==> config.mk <==
export PLATFORM = sky130hd
export DESIGN_NAME = gts_ack_sequencer
export DESIGN_NICKNAME = d
export VERILOG_FILES = /design/src/rtl/gts_ack_sequencer.sv
export SDC_FILE = /design/constraint.sdc
export NUM_CORES = 1
export LEC_CHECK = 0
export ABC_AREA = 1
export BUFFER_PORTS_ARGS = -buffer_cell sky130_fd_sc_hd__buf_4
export CORE_MARGIN = 10
export CORE_UTILIZATION = 55
export DETAILED_ROUTE_END_ITERATION = 8
export MAX_ROUTING_LAYER = met4
export PLACE_DENSITY = 0.74
export SLEW_MARGIN = 20
export SYNTH_ARGS = -nofsm -noshare
export SYNTH_HDL_FRONTEND = slang
export SYNTH_SLANG_ARGS = --single-unit
==> constraint.sdc <==
create_clock -name clk -period 2 [get_ports clk]
set_input_delay 0.4 -clock clk [delete_from_list [all_inputs] [get_ports clk]]
set_output_delay 0.4 -clock clk [all_outputs]
set_load 0.1 [all_outputs]
==> src/rtl/gts_ack_sequencer.sv <==
// gts_ack_sequencer
//   Sequences the genetic toggle switch through its four-phase inducer/ack
//   handshake. Two level requesters (set -> IPTG, clear -> aTc) share the
//   switch under round-robin arbitration; every grant runs one complete
//   handshake: settle, drive inducer, wait ack high, hold, release inducer,
//   wait ack low, settle, done pulse. Each ack wait is bounded by a timeout
//   that parks the FSM in a sticky error state until reset.
//
//   Optional build macro GTS_GFP_CHECK_EN: the reporter (GFP) is sampled when
//   ack falls; a set must leave GFP=1 and a clear GFP=0, otherwise the FSM
//   errors out and the extra sticky output gfp_mismatch is raised.
//
// Ports
//   clk          system clock, rising edge
//   rst          synchronous active-high reset
//   set_req      level request for an IPTG handshake
//   clr_req      level request for an aTc handshake
//   ack          handshake acknowledge from the switch
//   GFP          reporter output from the switch
//   IPTG, aTc    registered inducer drives, never both high
//   busy         registered, high whenever the FSM is not idle
//   set_done     one-cycle pulse, set handshake complete
//   clr_done     one-cycle pulse, clear handshake complete
//   timeout_err  sticky error flag (held until rst)
//   gfp_mismatch sticky reporter-check error (GTS_GFP_CHECK_EN only)
module gts_ack_sequencer #(
  parameter int SETTLE_CYCLES  = 5,
  parameter int TIMEOUT_CYCLES = 64,
  localparam int CNT_MAX = (SETTLE_CYCLES > TIMEOUT_CYCLES) ? SETTLE_CYCLES : TIMEOUT_CYCLES,
  localparam int CNT_W   = $clog2(CNT_MAX + 1)
) (
  input  logic clk,
  input  logic rst,
  input  logic set_req,
  input  logic clr_req,
  input  logic ack,
  input  logic GFP,
  output logic IPTG,
  output logic aTc,
  output logic busy,
  output logic set_done,
  output logic clr_done,
`ifdef GTS_GFP_CHECK_EN
  output logic gfp_mismatch,
`endif
  output logic timeout_err
);

  typedef enum logic [2:0] {IDLE, PRE, DRIVE_HI, HOLD, WAIT_LO, POST, ERR} state_t;

  // PRE runs one cycle longer than the other settle phases so the inducer
  // rises SETTLE_CYCLES+1 edges after the grant edge.
  localparam logic [CNT_W-1:0] PRE_LAST = CNT_W'(SETTLE_CYCLES);
  localparam logic [CNT_W-1:0] SET_LAST = CNT_W'(SETTLE_CYCLES - 1);
  localparam logic [CNT_W-1:0] TO_LAST  = CNT_W'(TIMEOUT_CYCLES - 1);
  localparam logic [CNT_W-1:0] CNT_SAT  = CNT_W'(CNT_MAX);

  state_t           state, state_n;
  logic [CNT_W-1:0] cnt, cnt_n;
  logic             dir, dir_n;   // 1 = set (IPTG), 0 = clear (aTc)
  logic             ptr, ptr_n;   // preferred requester on a tie, 1 = set
  logic             gfp_bad;
  logic             iptg_n, atc_n, busy_n, set_done_n, clr_done_n, timeout_n;

`ifdef GTS_GFP_CHECK_EN
  logic gfp_mismatch_n;
`else
  logic unused_gfp;
  assign unused_gfp = GFP;
`endif

  // state register and registered outputs
  always_ff @(posedge clk) begin
    if (rst) begin
      state       <= IDLE;
      cnt         <= '0;
      dir         <= 1'b0;
      ptr         <= 1'b1;
      IPTG        <= 1'b0;
      aTc         <= 1'b0;
      busy        <= 1'b0;
      set_done    <= 1'b0;
      clr_done    <= 1'b0;
      timeout_err <= 1'b0;
`ifdef GTS_GFP_CHECK_EN
      gfp_mismatch <= 1'b0;
`endif
    end else begin
      state       <= state_n;
      cnt         <= cnt_n;
      dir         <= dir_n;
      ptr         <= ptr_n;
      IPTG        <= iptg_n;
      aTc         <= atc_n;
      busy        <= busy_n;
      set_done    <= set_done_n;
      clr_done    <= clr_done_n;
      timeout_err <= timeout_n;
`ifdef GTS_GFP_CHECK_EN
      gfp_mismatch <= gfp_mismatch_n;
`endif
    end
  end

  // next state, arbitration, phase counter
  always_comb begin
    state_n = state;
    dir_n   = dir;
    ptr_n   = ptr;
    gfp_bad = 1'b0;
    case (state)
      IDLE: begin
        // a still-high ack from a previous handshake blocks new grants
        if (!ack && (set_req || clr_req)) begin
          state_n = PRE;
          dir_n   = set_req && (!clr_req || ptr);
          ptr_n   = !dir_n;
        end
      end
      PRE:      if (cnt == PRE_LAST) state_n = DRIVE_HI;
      DRIVE_HI: begin
        if (ack)                 state_n = HOLD;
        else if (cnt == TO_LAST) state_n = ERR;
      end
      HOLD:     if (cnt == SET_LAST) state_n = WAIT_LO;
      WAIT_LO: begin
        if (!ack) begin
          state_n = POST;
`ifdef GTS_GFP_CHECK_EN
          gfp_bad = (GFP != dir);
          if (gfp_bad) state_n = ERR;
`endif
        end else if (cnt == TO_LAST) begin
          state_n = ERR;
        end
      end
      POST:     if (cnt == SET_LAST) state_n = IDLE;
      ERR:      state_n = ERR;
      default:  state_n = IDLE;
    endcase
    // restart on every phase change, otherwise saturating count
    if (state_n != state)  cnt_n = '0;
    else if (cnt == CNT_SAT) cnt_n = cnt;
    else                   cnt_n = cnt + 1'b1;
  end

  // output next values, derived from the upcoming state
  always_comb begin
    iptg_n     = (state_n == DRIVE_HI || state_n == HOLD) && dir_n;
    atc_n      = (state_n == DRIVE_HI || state_n == HOLD) && !dir_n;
    busy_n     = (state_n != IDLE);
    set_done_n = (state == POST) && (state_n == IDLE) && dir;
    clr_done_n = (state == POST) && (state_n == IDLE) && !dir;
    timeout_n  = (state_n == ERR);
`ifdef GTS_GFP_CHECK_EN
    gfp_mismatch_n = gfp_mismatch || gfp_bad;
`endif
  end

endmodule

======== Yosys cells after proc, flatten, opt, wreduce, memory -nomap -nowiden ========
Index checks and enable logic that the tools add are counted.
word-level totals
  register bits after elaboration ......... 18
  input port bits ......................... 6
  output and inout port bits .............. 6
  logic and storage cells ................. 55
operators by class
  add/sub/neg operators ................... 1
  equal/unequal tests ..................... 14
  muxes and demuxes ....................... 10
  reductions and logical operators ........ 20
operators with widths
  operator               number
  $mux W3                7
  $pmux W3 S7            1
  $eq A7 B3 Y1 const B   2
  $eq A3 B2 Y1 const B   4
  $eq A3 B3 Y1 const B   4
  $add A7 B1 Y7 const B  1
  $eq A7 B6 Y1 const B   1
  $eq A7 B7 Y1 const B   1
  $logic_and A1 B1 Y1    7
  $logic_not A3 Y1       2
  $logic_not A1 Y1       5
  $eq A3 B1 Y1 const B   1
  $logic_or A1 B1 Y1     3
  $ne A3 B3 Y1           1
  $reduce_bool A3 Y1     1
  $mux W1                2
  $reduce_and A2 Y1      1
  $reduce_or A2 Y1       1

======== Depth between registers and ports, before layout ========
  word-level depth ........................ 7
  mapped depth ............................ 12
  mapped depth without buffers ............ 12

======== Least setup slack after synthesis ========
No wires, ideal clock.
  kind .................................... flip-flop to flip-flop
  start point ............................. register cnt[0]
  end point ............................... register cnt[0]
  setup time .............................. 0.066 ns
  arrival ................................. 1.400 ns
  required time ........................... 1.934 ns
  setup slack ............................. 0.534 ns
  stages on the path, launching flop included .. 13
  path buffers ............................ 0
  period minus slack after synthesis ...... 1.466 ns
  cells stage by stage .................... dfxtp_1 inv_1 ha_1 nand3_2 nor2_4 nor2_1 nor2_2 nand2_2 nand2_1 nand2_1 nor2_2 nand3_2 nor2_1
on the way
  longest elaborated chain between the ends .. 6
  elaborated cells on any way between the ends .. 14
  classes of those cells .................. 1 x add/sub; 5 x eq/ne; 7 x mux; 1 x reduce/logical
RTL lines
  item                               line      RTL
  start: declaration                 59        logic [CNT_W-1:0] cnt, cnt_n;
  start signal: assignment           90        cnt <= cnt_n;
  $eq A7 B6 Y1                       123, 133
  $mux W3                            123, 133
  $mux W3, on equally long branches  127, 122
  $pmux W3 S7                        111       case (state)
  $ne A3 B3 Y1                       142       if (state_n != state) cnt_n = '0;
  $reduce_or A2 Y1 (no line)         n/a
Parallel ways exist; a longest one is shown, timed or not.
A chain may end at the register's enable or synchronous reset.

======== Worst setup path in the final report ========
  start point ............................. register cnt[0]
  end point ............................... register cnt[1]
Same word-level chain as after synthesis.

==> impl_metrics.toml <==
[outcome]
status = "complete, no violations"

[routing]
avgRoutedWirePerCell_microns = 11.4
drc = 0
detailedRoute.firstIterationViolations = 30
drt_wl_total_microns = 1940
ant_nets = 0
vias = 868
vias_per_cell = 5.11
dr.pass1.iters = 4

[sta]
period_share = 0.878
maxSlewViolCount = 0
rsz0062_at_grt = "false"
worst_pin_slew_ps = 286
slew_headroom = 0.808
timing.fmax_ghz = 0.569
setup_viol = 0
clock_skew_ps = 7.46
setup_tns_ps = 0
hold_viol_final = 0
period_needed_ps = 1760

[worst_setup_path]
path_cells = "ha_1, nand3_1, nor2_1, nand3_1, nand2_1, nor2_2, nor2_1, nor2_2, nand3_2, nor2_1"
crit_arrival_ps = 2000
critPathBufInv = 0
worstPathMaxFanout = 7
end_kind = "register"
cp.required_ps = 2240
critical_path_class = "reg2reg"
critPathMaxStageDelay_ps = 360
cp_common_cell = "nor2_1"
worst_setup_path_start_kind = "register"
cp_slowest_cell = "dfxtp_1"
crit_family = "simple AND/OR/NAND/NOR gates"

[logic_synthesis]
synth_edf_count = 0
syn-mean-instance-area_sq_um = 6.78
synthCells = 142
yosys_warnings = 0
synth_xor_area_frac = 0.0364
synth_compound_area_frac = 0.0403
synth.area.mux_share = 0
seq_area_frac_synth = 0.375
ys_types = 22
synthArstFlopShare = 0
synth_simple_gate_area_frac = 0.404
synth_top_flop_cell = "dfxtp_1"
synth_nets = 151
syn_area_sq_um = 962
synth_top_family_by_area = "simple AND/OR/NAND/NOR gates"
synth_fa_ha_area_frac = 0.0390
yosys_register_bits = 18

[die]
dieArea_sq_um = 3820
die_h_microns = 61.8
rows = 15
coreArea_sq_um = 1690
die_w_microns = 61.8
start_util = 0.570
pin_count = 12

[layout]
drive_gt1_frac = 0.163
synthToLayoutAreaGrowth_pct = 11.8
antenna_cells = 0
fin_nets = 163
finalInstanceArea_sq_um = 1080

[global_route]
grt_busiest_layer = "met2"
use_met3 = 0.0285
grt_max_degree = 11
grt_usage = 0.119
use_met2 = 0.179
grt_pass1_vias = 788
antenna_found_initial = 0
grt_pass1_wl_microns = 3350
grt_use_met1 = 0.150
grt_remaining_overflow = 0

[cts]
cts_resized = 0
numCtsBuffers = 3
clkTransAtPathRegs_ps = 110
clk_latency_ps = 300
cts_setup_buffers = 0
cts_tree = "done"
clockBufferDepth = 2
htreeDepth = 1
clock-sinks = 18
hold_buffers = 0
cts_root_buffer = "clkbuf_4"

[power]
p_sw_frac = 0.275
leakagePower_nw = 0.524
netSwitchingPower_w = 0.000196
p_per_area_nw_per_um2 = 663
pwr-share-clk = 0.323
ir_worst_vdd_v = 0.000430
comb_power_share = 0.140
power_frac_seq = 0.537
intPower_w = 0.000517

[placed_design]
dp.final_hpwl_microns = 1480
placed_area_sq_um = 1040
io_buffers = 10
gp_routability_congestion = 0.813

[hold_path]
hp-class = "in2reg"

[flow_run]
maxCapViolCount = 0
[per-stage QoR]
step                      total power (W)  hold slack, ps  worst slack [ps]  instances   util
final                            0.000713             331               244        170  0.637
after floorplan                  0.000468             391               534        142      -
after detailed placement         0.000491             405               259        166  0.616
after global placement           0.000487             397               330        166  0.616
after CTS                        0.000720             323               218        170  0.637
after global routing             0.000756             328              14.0        170  0.637
[flip-flops by register name, indices dropped and copies added (netlist names)]
signal and count:
clr_done 1, state 3, cnt 7, set_done 1, timeout_err 1, busy 1
dir 1, ptr 1, aTc 1, IPTG 1
[synth_stat cells, types with 3 or more instances]
| master | number | share of area |
|---|---|---|
| dfxtp_1 | 18 | 0.37 |
| ha_1 | 3 | 0.039 |
| nor2_1 | 32 | 0.12 |
| nand3_1 | 14 | 0.073 |
| inv_1 | 22 | 0.086 |
| nand2_1 | 22 | 0.086 |
| nor2_2 | 5 | 0.033 |
| nor3_1 | 3 | 0.016 |
| xor2_1 | 4 | 0.036 |
[layout make-up]
| cell class | count | area (sq um) |
|---|---|---|
| clock buffers | 4 | 36.3 |
| fillers | 166 | 613 |
| inverters | 22 | 82.6 |
| multi-input cells | 99 | 500 |
| flip-flops and latches | 18 | 360 |
| well taps | 17 | 21.3 |
| repair buffers | 10 | 75.1 |
[power groups by stage]
stage | logic, W | registers [W] | clock network (W)
finish | 0.000100 | 0.000383 | 0.000230
detailed placement | 0.000100 | 0.000391 | 0
floorplan | 0.0000690 | 0.000399 | 0
CTS | 0.000101 | 0.000383 | 0.000236
global placement | 0.0000972 | 0.000389 | 0
global route | 0.000114 | 0.000385 | 0.000256
[cells by family after synthesis]
| logic type | Yosys count |
|---|---|
| flip-flops | 18 |
| AO/OA/AOI/OAI | 7 |
| adder cells (fa/ha/maj) | 3 |
| AND/OR/NAND/NOR | 85 |
| XOR/XNOR | 4 |
| buffers and inverters | 25 |
[routing by layer]
layer	vias up	routed length, microns
met5	-	0
met4	0	33
met3	6	75
met2	15	889
met1	387	941
li1	460	-
[worst reg2reg max path: stages (launching register included)]
cell     delay (ps)
dfxtp_1         360
ha_1            240
nand3_1         160
nor2_1           90
nand3_1          70
nand2_1          80
nor2_2          210
nor2_1           70
nor2_2          120
nand3_2         150
nor2_1          130
[cells in the final DEF (no fill, tap or decap), drive strengths merged, types with 2 or more instances in the layout]
cell     n
a21oi    2
buf     10
clkbuf   4
dfxtp   18
ha       3
inv     22
nand2   24
nand3   16
nand4    2
nor2    38
nor3     3
o21ai    3
xor2     4
[path summary, 6_finish.rpt]
kind	endpoint	slack [ps]	cells after the start	startpoint
max	cnt[1]	240	10	cnt[0]
min	dir	330	2	rst
max reg2reg	cnt[1]	240	10	cnt[0]
min reg2reg	clr_done	420	1	dir
No activity file was read; power rests on OpenSTA's default activity.
